File: src/rtl/scanline_pkg.sv
// Shared definitions for the scanline post-process path: scanline mode
// encodings and the arithmetic helpers used by the per-channel datapath.
package scanline_pkg;

  typedef enum logic [1:0] {
    SL_OFF = 2'd0,
    SL_H   = 2'd1,
    SL_V   = 2'd2,
    SL_HV  = 2'd3
  } sl_mode_e;

  // Expand a 4-bit strength code to the output range: ((s+1) << (out_bits-4)) - 1.
  function automatic int unsigned str_expand(input logic [3:0] s,
                                             input int unsigned out_bits);
    int unsigned v;
    v = (32'(s) + 32'd1) << (out_bits - 32'd4);
    return v - 32'd1;
  endfunction

  // Channel times (fade+2), clamped to the largest out_bits-wide value.
  function automatic int unsigned fade_sat(input int unsigned pix,
                                           input int unsigned fade,
                                           input int unsigned out_bits);
    int unsigned prod;
    int unsigned max_v;
    prod  = pix * (fade + 32'd2);
    max_v = (32'd1 << out_bits) - 32'd1;
    return (prod > max_v) ? max_v : prod;
  endfunction

endpackage

File: src/rtl/sl_phase_gen.sv
// Line/column phase generator: VSYNC and DE edge detection, col_id and
// line_id counters, frame parity and the configuration capture pulse.
module sl_phase_gen #(
  parameter int MULT_BITS = 3
) (
  input  logic                 PCLK,
  input  logic                 reset_n,
  input  logic                 VSYNC_in,
  input  logic                 DE_in,
  input  logic [MULT_BITS-1:0] hmult,
  input  logic [MULT_BITS-1:0] vmult,
  output logic                 cfg_cap,
  output logic [MULT_BITS-1:0] col_id,
  output logic [MULT_BITS-1:0] line_id,
  output logic                 frame_odd
);

  logic                 vs_q;
  logic                 de_q;
  logic                 de_fall;
  logic [MULT_BITS-1:0] col_cnt;
  logic [MULT_BITS-1:0] line_cnt;

  // Edges are seen on the raw input against its registered copy, so the
  // capture pulse lines up with the cycle the edge arrives on.
  assign cfg_cap = vs_q & ~VSYNC_in;
  assign de_fall = de_q & ~DE_in;

  // col_cnt already holds the phase of the pixel currently at the input.
  assign col_id  = DE_in ? col_cnt : '0;
  assign line_id = line_cnt;

  // Edge history, column/line counters and frame parity.
  always_ff @(posedge PCLK) begin
    // NOTE: state uses non-blocking assignments so every register here
    // samples pre-edge values, independent of statement order.
    if (!reset_n) begin
      vs_q      <= 1'b1;
      de_q      <= 1'b0;
      col_cnt   <= '0;
      line_cnt  <= '0;
      frame_odd <= 1'b0;
    end else begin
      vs_q <= VSYNC_in;
      de_q <= DE_in;

      if (!DE_in || col_cnt == hmult) col_cnt <= '0;
      else                            col_cnt <= col_cnt + 1'b1;

      // Frame start wins over a coincident end-of-line.
      if (cfg_cap)      line_cnt <= '0;
      else if (de_fall) line_cnt <= (line_cnt == vmult) ? '0 : line_cnt + 1'b1;

      if (cfg_cap) frame_odd <= ~frame_odd;
    end
  end

endmodule

File: src/rtl/scanline_pp.sv
// Output-domain post-process: fade, scanline darkening and border mask over
// a fixed four-stage pipeline, with configuration shadowed once per frame.
module scanline_pp
  import scanline_pkg::*;
#(
  parameter int NUM_CH    = 3,
  parameter int IN_BITS   = 4,
  parameter int FADE_BITS = 4,
  parameter int OUT_BITS  = 8,
  parameter int MULT_BITS = 3
) (
  input  logic                        PCLK,
  input  logic                        reset_n,
  input  logic [NUM_CH*IN_BITS-1:0]   pix_in,
  input  logic [FADE_BITS-1:0]        fade_in,
  input  logic                        HSYNC_in,
  input  logic                        VSYNC_in,
  input  logic                        DE_in,
  input  logic                        mask_en_in,
  input  logic [1:0]                  cfg_mode,
  input  logic                        cfg_alt,
  input  logic [3:0]                  cfg_str,
  input  logic [(1<<MULT_BITS)-1:0]   cfg_slmask,
  input  logic [MULT_BITS-1:0]        cfg_hmult,
  input  logic [MULT_BITS-1:0]        cfg_vmult,
  input  logic [3:0]                  cfg_mask_br,
  output logic [NUM_CH*OUT_BITS-1:0]  pix_out,
  output logic                        HSYNC_out,
  output logic                        VSYNC_out,
  output logic                        DE_out,
  output logic                        frame_odd
);

  localparam int PIX_W = NUM_CH * IN_BITS;
  localparam int OUT_W = NUM_CH * OUT_BITS;
  localparam int SLM_W = 1 << MULT_BITS;

  typedef struct packed {
    sl_mode_e             mode;
    logic                 alt;
    logic [3:0]           str;
    logic [SLM_W-1:0]     slmask;
    logic [MULT_BITS-1:0] hmult;
    logic [MULT_BITS-1:0] vmult;
    logic [3:0]           mask_br;
  } cfg_t;

  cfg_t                 sh;
  logic                 cfg_cap;
  logic [MULT_BITS-1:0] col_id;
  logic [MULT_BITS-1:0] line_id;

  // Stage registers
  logic [PIX_W-1:0]     s1_pix;
  logic [FADE_BITS-1:0] s1_fade;
  logic                 s1_hs, s1_vs, s1_de, s1_mask;
  logic [MULT_BITS-1:0] s1_col, s1_line;
  logic [OUT_W-1:0]     s2_p;
  logic                 s2_hs, s2_vs, s2_de, s2_mask;
  logic [MULT_BITS-1:0] s2_col, s2_line;
  logic [OUT_W-1:0]     s3_p;
  logic                 s3_hs, s3_vs, s3_de, s3_mask;

  // Per-channel next-stage values
  logic [OUT_W-1:0]     fade_nx;
  logic [OUT_W-1:0]     sl_nx;
  logic [OUT_W-1:0]     mask_nx;
  logic [OUT_BITS-1:0]  str_v;
  logic                 h_hit, v_hit, hit;

  sl_phase_gen #(
    .MULT_BITS (MULT_BITS)
  ) u_phase (
    .PCLK      (PCLK),
    .reset_n   (reset_n),
    .VSYNC_in  (VSYNC_in),
    .DE_in     (DE_in),
    .hmult     (sh.hmult),
    .vmult     (sh.vmult),
    .cfg_cap   (cfg_cap),
    .col_id    (col_id),
    .line_id   (line_id),
    .frame_odd (frame_odd)
  );

  // Configuration shadow, loaded only on the VSYNC leading edge.
  always_ff @(posedge PCLK) begin
    if (!reset_n) begin
      sh <= '0;
    end else if (cfg_cap) begin
      sh.mode    <= sl_mode_e'(cfg_mode);
      sh.alt     <= cfg_alt;
      sh.str     <= cfg_str;
      sh.slmask  <= cfg_slmask;
      sh.hmult   <= cfg_hmult;
      sh.vmult   <= cfg_vmult;
      sh.mask_br <= cfg_mask_br;
    end
  end

  assign str_v = OUT_BITS'(str_expand(sh.str, OUT_BITS));

  // Scanline hit decision for the pixel in S2, shared by all channels.
  always_comb begin
    // NOTE: every output gets a default first so no path leaves it unassigned
    // and no latch is inferred.
    hit   = 1'b0;
    h_hit = sh.slmask[s2_line] ^ (sh.alt & frame_odd);
    v_hit = (s2_col == '0);
    case (sh.mode)
      SL_H:    hit = h_hit;
      SL_V:    hit = v_hit;
      SL_HV:   hit = h_hit | v_hit;
      default: hit = 1'b0;
    endcase
  end

  for (genvar c = 0; c < NUM_CH; c++) begin : g_ch
    logic [IN_BITS-1:0]  ch_in;
    logic [OUT_BITS-1:0] ch_p2;
    logic [OUT_BITS-1:0] ch_p3;

    assign ch_in = s1_pix[c*IN_BITS +: IN_BITS];
    assign ch_p2 = s2_p[c*OUT_BITS +: OUT_BITS];
    assign ch_p3 = s3_p[c*OUT_BITS +: OUT_BITS];

    assign fade_nx[c*OUT_BITS +: OUT_BITS] =
      OUT_BITS'(fade_sat(32'(ch_in), 32'(s1_fade), OUT_BITS));
    assign sl_nx[c*OUT_BITS +: OUT_BITS] =
      !hit ? ch_p2 : ((ch_p2 > str_v) ? ch_p2 - str_v : '0);
    assign mask_nx[c*OUT_BITS +: OUT_BITS] =
      s3_mask ? {sh.mask_br, {(OUT_BITS-4){1'b0}}} : ch_p3;
  end

  // S1: register inputs and attach the pixel's column/line phase.
  always_ff @(posedge PCLK) begin
    if (!reset_n) begin
      s1_pix  <= '0;
      s1_fade <= '0;
      s1_hs   <= 1'b1;
      s1_vs   <= 1'b1;
      s1_de   <= 1'b0;
      s1_mask <= 1'b0;
      s1_col  <= '0;
      s1_line <= '0;
    end else begin
      s1_pix  <= pix_in;
      s1_fade <= fade_in;
      s1_hs   <= HSYNC_in;
      s1_vs   <= VSYNC_in;
      s1_de   <= DE_in;
      s1_mask <= mask_en_in;
      s1_col  <= col_id;
      s1_line <= line_id;
    end
  end

  // S2: fade multiply with saturation.
  always_ff @(posedge PCLK) begin
    if (!reset_n) begin
      s2_p    <= '0;
      s2_hs   <= 1'b1;
      s2_vs   <= 1'b1;
      s2_de   <= 1'b0;
      s2_mask <= 1'b0;
      s2_col  <= '0;
      s2_line <= '0;
    end else begin
      s2_p    <= fade_nx;
      s2_hs   <= s1_hs;
      s2_vs   <= s1_vs;
      s2_de   <= s1_de;
      s2_mask <= s1_mask;
      s2_col  <= s1_col;
      s2_line <= s1_line;
    end
  end

  // S3: scanline darkening.
  always_ff @(posedge PCLK) begin
    if (!reset_n) begin
      s3_p    <= '0;
      s3_hs   <= 1'b1;
      s3_vs   <= 1'b1;
      s3_de   <= 1'b0;
      s3_mask <= 1'b0;
    end else begin
      s3_p    <= sl_nx;
      s3_hs   <= s2_hs;
      s3_vs   <= s2_vs;
      s3_de   <= s2_de;
      s3_mask <= s2_mask;
    end
  end

  // S4: border mask and output registers.
  always_ff @(posedge PCLK) begin
    if (!reset_n) begin
      pix_out   <= '0;
      HSYNC_out <= 1'b1;
      VSYNC_out <= 1'b1;
      DE_out    <= 1'b0;
    end else begin
      pix_out   <= mask_nx;
      HSYNC_out <= s3_hs;
      VSYNC_out <= s3_vs;
      DE_out    <= s3_de;
    end
  end

endmodule

File: config.mk
export PLATFORM = sky130hd
export DESIGN_NAME = scanline_pp
export DESIGN_NICKNAME = d
export VERILOG_FILES = /design/src/rtl/scanline_pkg.sv /design/src/rtl/sl_phase_gen.sv /design/src/rtl/scanline_pp.sv
export SDC_FILE = /design/constraint.sdc
export NUM_CORES = 1
export LEC_CHECK = 0
export ABC_AREA = 1
export CORE_MARGIN = 4
export CORE_UTILIZATION = 52
export DETAILED_ROUTE_END_ITERATION = 10
export GPL_TIMING_DRIVEN = 1
export PLACE_DENSITY = 0.84
export SETUP_SLACK_MARGIN = 0.3
export SLEW_MARGIN = 15
export SYNTH_ARGS = -nofsm -noshare
export SYNTH_HDL_FRONTEND = slang
export SYNTH_SLANG_ARGS = --single-unit
File: constraint.sdc
create_clock -name PCLK -period 3.67 [get_ports PCLK]
set_clock_uncertainty 0.1 [all_clocks]
set_input_delay 0.734 -clock PCLK [delete_from_list [all_inputs] [get_ports PCLK]]
set_output_delay 0.734 -clock PCLK [all_outputs]
set_load 0.005 [all_outputs]
==> summary by stage <==
Run status
The flow ran to the end, and the final reports show no timing, DRC or antenna violations.

Drt
The final layout contains routed wiring with a total length of between 15 and 20 mm. Before antenna repair, the detailed router went through 5 iterations. Using the TritonRoute via totals, the vias-per-cell ratio works out to a little under 5. The count of vias placed by the detailed router is between 5000 and 6000. The average detailed-routed wire length per instance is between 10 and 15 um. The detailed router finished its first iteration with ~400 violations. For this run, design rule violations remaining after detail routing come to 0. In this run the remaining antenna-violating nets after routing total 0.

Synthesis
For this run, the leading register cell type out of synthesis is dfxtp_1. After synthesis, the largest area contributor takes up 40.38% of total cell area. The post-synthesis instance area is roughly 7300 um2. A synthesized cell averages just under 8 um2. The number of distinct library cells after synthesis is 33. The number of nets in the synthesized netlist is 1063.

The biggest area consumer among synthesized cells is dfxtp_1. Ranked by instance count, the synthesized netlist is headed by 170 x nand2_1, 157 x inv_1, 147 x dfxtp_1. By area the synthesized netlist is led by dfxtp_1 40%, ha_1 10%, nand2_1 8.8%.

The most common cell in the synthesized netlist is nand2_1. The synthesized design contains 0 enable-type register cells. Sequential elements use between 40% and 50% of the synthesized area. Yosys printed 0 warnings. Synthesis inferred about 150 register bits. The post-synthesis instance total is 940.

The share of synthesized registers carrying an async set or reset is 0%.

Die
The core box area is ~14000 um2. The floorplan has between 40 and 50 rows. The chip height is around 130 um. The die area is ~16000 um2. In this run the count of I/O pins placed on the die edge is 75. The die is 126.4 um wide. The initial cell density of the core is a little over half.

Worst setup path
The kind of cell with the highest combined delay along the critical path is adder cells. The worst register-to-register path ends at s2_p[21]. The worst register-to-register path begins at s1_fade[1]. The most critical setup path has its startpoint at s1_fade[1]. Counting stages on the worst path, the most repeated cell is nand2_1.

The path depth of the worst reg2reg path is 16. The endpoint type of the worst setup path is a register. Data arrives at the worst endpoint at around 3.6 ns. The startpoint type of the worst setup path is a register. The worst setup slack for register-to-register paths is approximately 0.34 ns. Traced cell by cell, the critical path runs through ha_4, nand2_4, fa_1, inv_2, fa_1, fa_2, nand3_2, nand3_2, nand2_1, nand2_1, a21oi_2, xor2_2, buf_6, nand2_2, nand2_1, inv_1.

The slowest library cell on the worst path is fa_1. The critical path required time is slightly below 4 ns. The largest fanout on the critical path is 6. The critical path is of the reg2reg type. The stage delay of the slowest cell on the critical path is around 0.53 ns. Counting both buffers and inverters, the worst setup path holds a total of 3.

CTS
CTS placed an instance of clkbuf_16 at the clock tree root. The longest clock path from root to sink contains 2 buffers. The level count of the clock H-tree is 4. The worst-skew pair later-pin latency is between 0.4 and 0.5 ns. The number of clock sinks is 147. The clock-pin transition on the worst setup and hold timing paths is roughly 0.06 ns. The number of clock buffers inserted by TritonCTS is 17. The CTS tree is yes.

Place
Input and output buffers added on the ports amount to 74. The half-perimeter wire length after placement is approximately 10 mm. The congestion estimate from routability-driven global placement came to around 0.94.

The setup slack after placement is around 0.009 ns.

Flow run
The number of violations of the max-capacitance limit is 0.

STA
The total negative slack is 0 ns. Setup violations remaining at the end of the flow were counted as 0. The slew at the pin closest to its max-slew limit is 0.7892 ns. The clock period could shrink to 3.334 ns.

The part of the cycle the worst path needs is around nine tenths. The final max-slew violation count was 0. The smallest setup slack after layout is between 0.3 and 0.4 ns. Derived from the worst setup path, the maximum achievable clock frequency is roughly 0.3 GHz. The number of endpoints with negative hold slack in the final report is 0. The tightest slew margin relative to the limit is ~47%. Setup repair after global routing could not meet its margin everywhere.

Pwr
The design draws 3.841 mW. IR analysis of the VDD net gives a maximum drop of between 0.0003 and 0.0004 V. For this design the ratio of total power to cell area is ~430 nW/um2. Summed over all cells, the static leakage comes to about 4.5 nW.

Final layout
The signed area change from the synthesized netlist to the final layout is 23.97%. The ratio of cells with drive above 1 in the final layout is 11.01%. 0 antenna diodes ended up in the layout. The net count of the finished layout is between 1000 and 1500.

Min path
The worst min-delay path startpoint is s3_p[18]. The class of the tightest hold or removal check is reg2reg. The number of cells traversed by the worst hold path is 2. The end point of the most critical hold path is pix_out[18].

GRT
Entering global routing, the biggest net connects 89 pins. The number of antenna violations at the first check in global routing is 0. The first global-routing pass estimated between 20 and 30 mm of wire. The total overflow left after global routing is 0.

Global routing consumed, over all layers together, roughly a fifth of the routing resources. The number of global-route vias before repair is 5696.
-- state kept, by name, summed over array words and instances (netlist names), 4 cells and up --
register  cells
sh           25
pix_out      24
s2_p         24
s3_p         24
s1_pix       12
s1_fade       4
-- final cells by class --
cell class                      instances  area [um2]
Sequential cell                       147        2949
Tap cell                              176       220.2
Inverter                              161       604.3
Clock buffer                           24       461.7
Clock inverter                          5       56.30
Multi-Input combinational cell        601        3820
Fill cell                            1052        4471
Timing Repair Buffer                   97       923.4
-- where the power goes --
| group | switching, mW | total, mW | internal [mW] |
|---|---|---|---|
| Combinational | 0.318 | 0.580 | 0.262 |
| Sequential | 0.0484 | 1.72 | 1.68 |
| Clock | 0.601 | 1.54 | 0.935 |
| Total | 0.967 | 3.84 | 2.87 |
-- worst max-delay path by stage --
stage               endpoint  slack [ns]  depth (start not counted)
finish              s2_p[21]        0.34                         16
global route        s2_p[21]        0.15                         16
CTS                  s2_p[9]        0.30                         12
detailed placement  s2_p[17]       0.009                         15
global placement    s2_p[21]        0.15                         15
floorplan           s2_p[16]        0.30                         16
-- per-layer routing --
layer / up-vias / GRT usage, % / share of wire, %
li1: 3067 / - / -
met1: 2667 / 24.33 / 43
met2: 169 / 31.82 / 49
met3: 36 / 3.909 / 4.6
met4: 0 / 8.013 / 3.2
met5: - / 0 / 0
-- kinds of logic (layout without fill, tap and decap cells) --
family	count (synthesis)	after routing	share of synthesized area, %
xor+xnor	36	36	4.429
simple gates	375	375	21.58
buf+inv	192	287	10.23
fa+ha+maj	76	76	14.90
compound gates	114	114	8.481
flops	147	147	40.38
-- tightest hold or removal path: cells and delay by family, from the launching register on --
kind / cells / cell delay (ns)
flops: 1 / 0.29
buf+inv: 1 / 0.04
simple gates: 1 / 0.03
-- timing repair --
action	CTS	global route
pin swaps	6	21
gates cloned	0	1
buffers inserted	7	4
endpoints found under the setup margin	24	24
resized for setup	5	43
hold buffers	0	0
-- layout by cell type, fill, tap and decap left out, types with 3 or more instances in the layout --
cell type / instances
dfxtp_1: 144
nand2_2: 7
o21ai_0: 54
or2_2: 12
nand4_1: 5
buf_4: 19
nand3_1: 44
nand3_2: 3
buf_6: 3
clkbuf_1: 6
clkdlybuf4s50_1: 73
xor2_1: 15
a21oi_2: 11
ha_1: 49
xnor2_1: 17
a21oi_1: 40
nand3b_1: 10
inv_2: 6
ha_4: 9
nand2_1: 163
inv_1: 154
fa_2: 5
clkbuf_16: 17
o21ai_1: 3
nor2_1: 123
fa_1: 13
-- through the flow --
step                utilization (%)  area (um2)  hold WS (ns)  cells
floorplan                         -        7300        0.2905    940
global placement              60.65        8192        0.2927   1170
detailed placement            60.65        8192        0.2961   1170
CTS                           65.07        8788        0.3094   1206
global route                  66.90        9035        0.3225   1211
finish                        66.90        9035        0.3070   1211
Power figures use the tool's default switching activity.
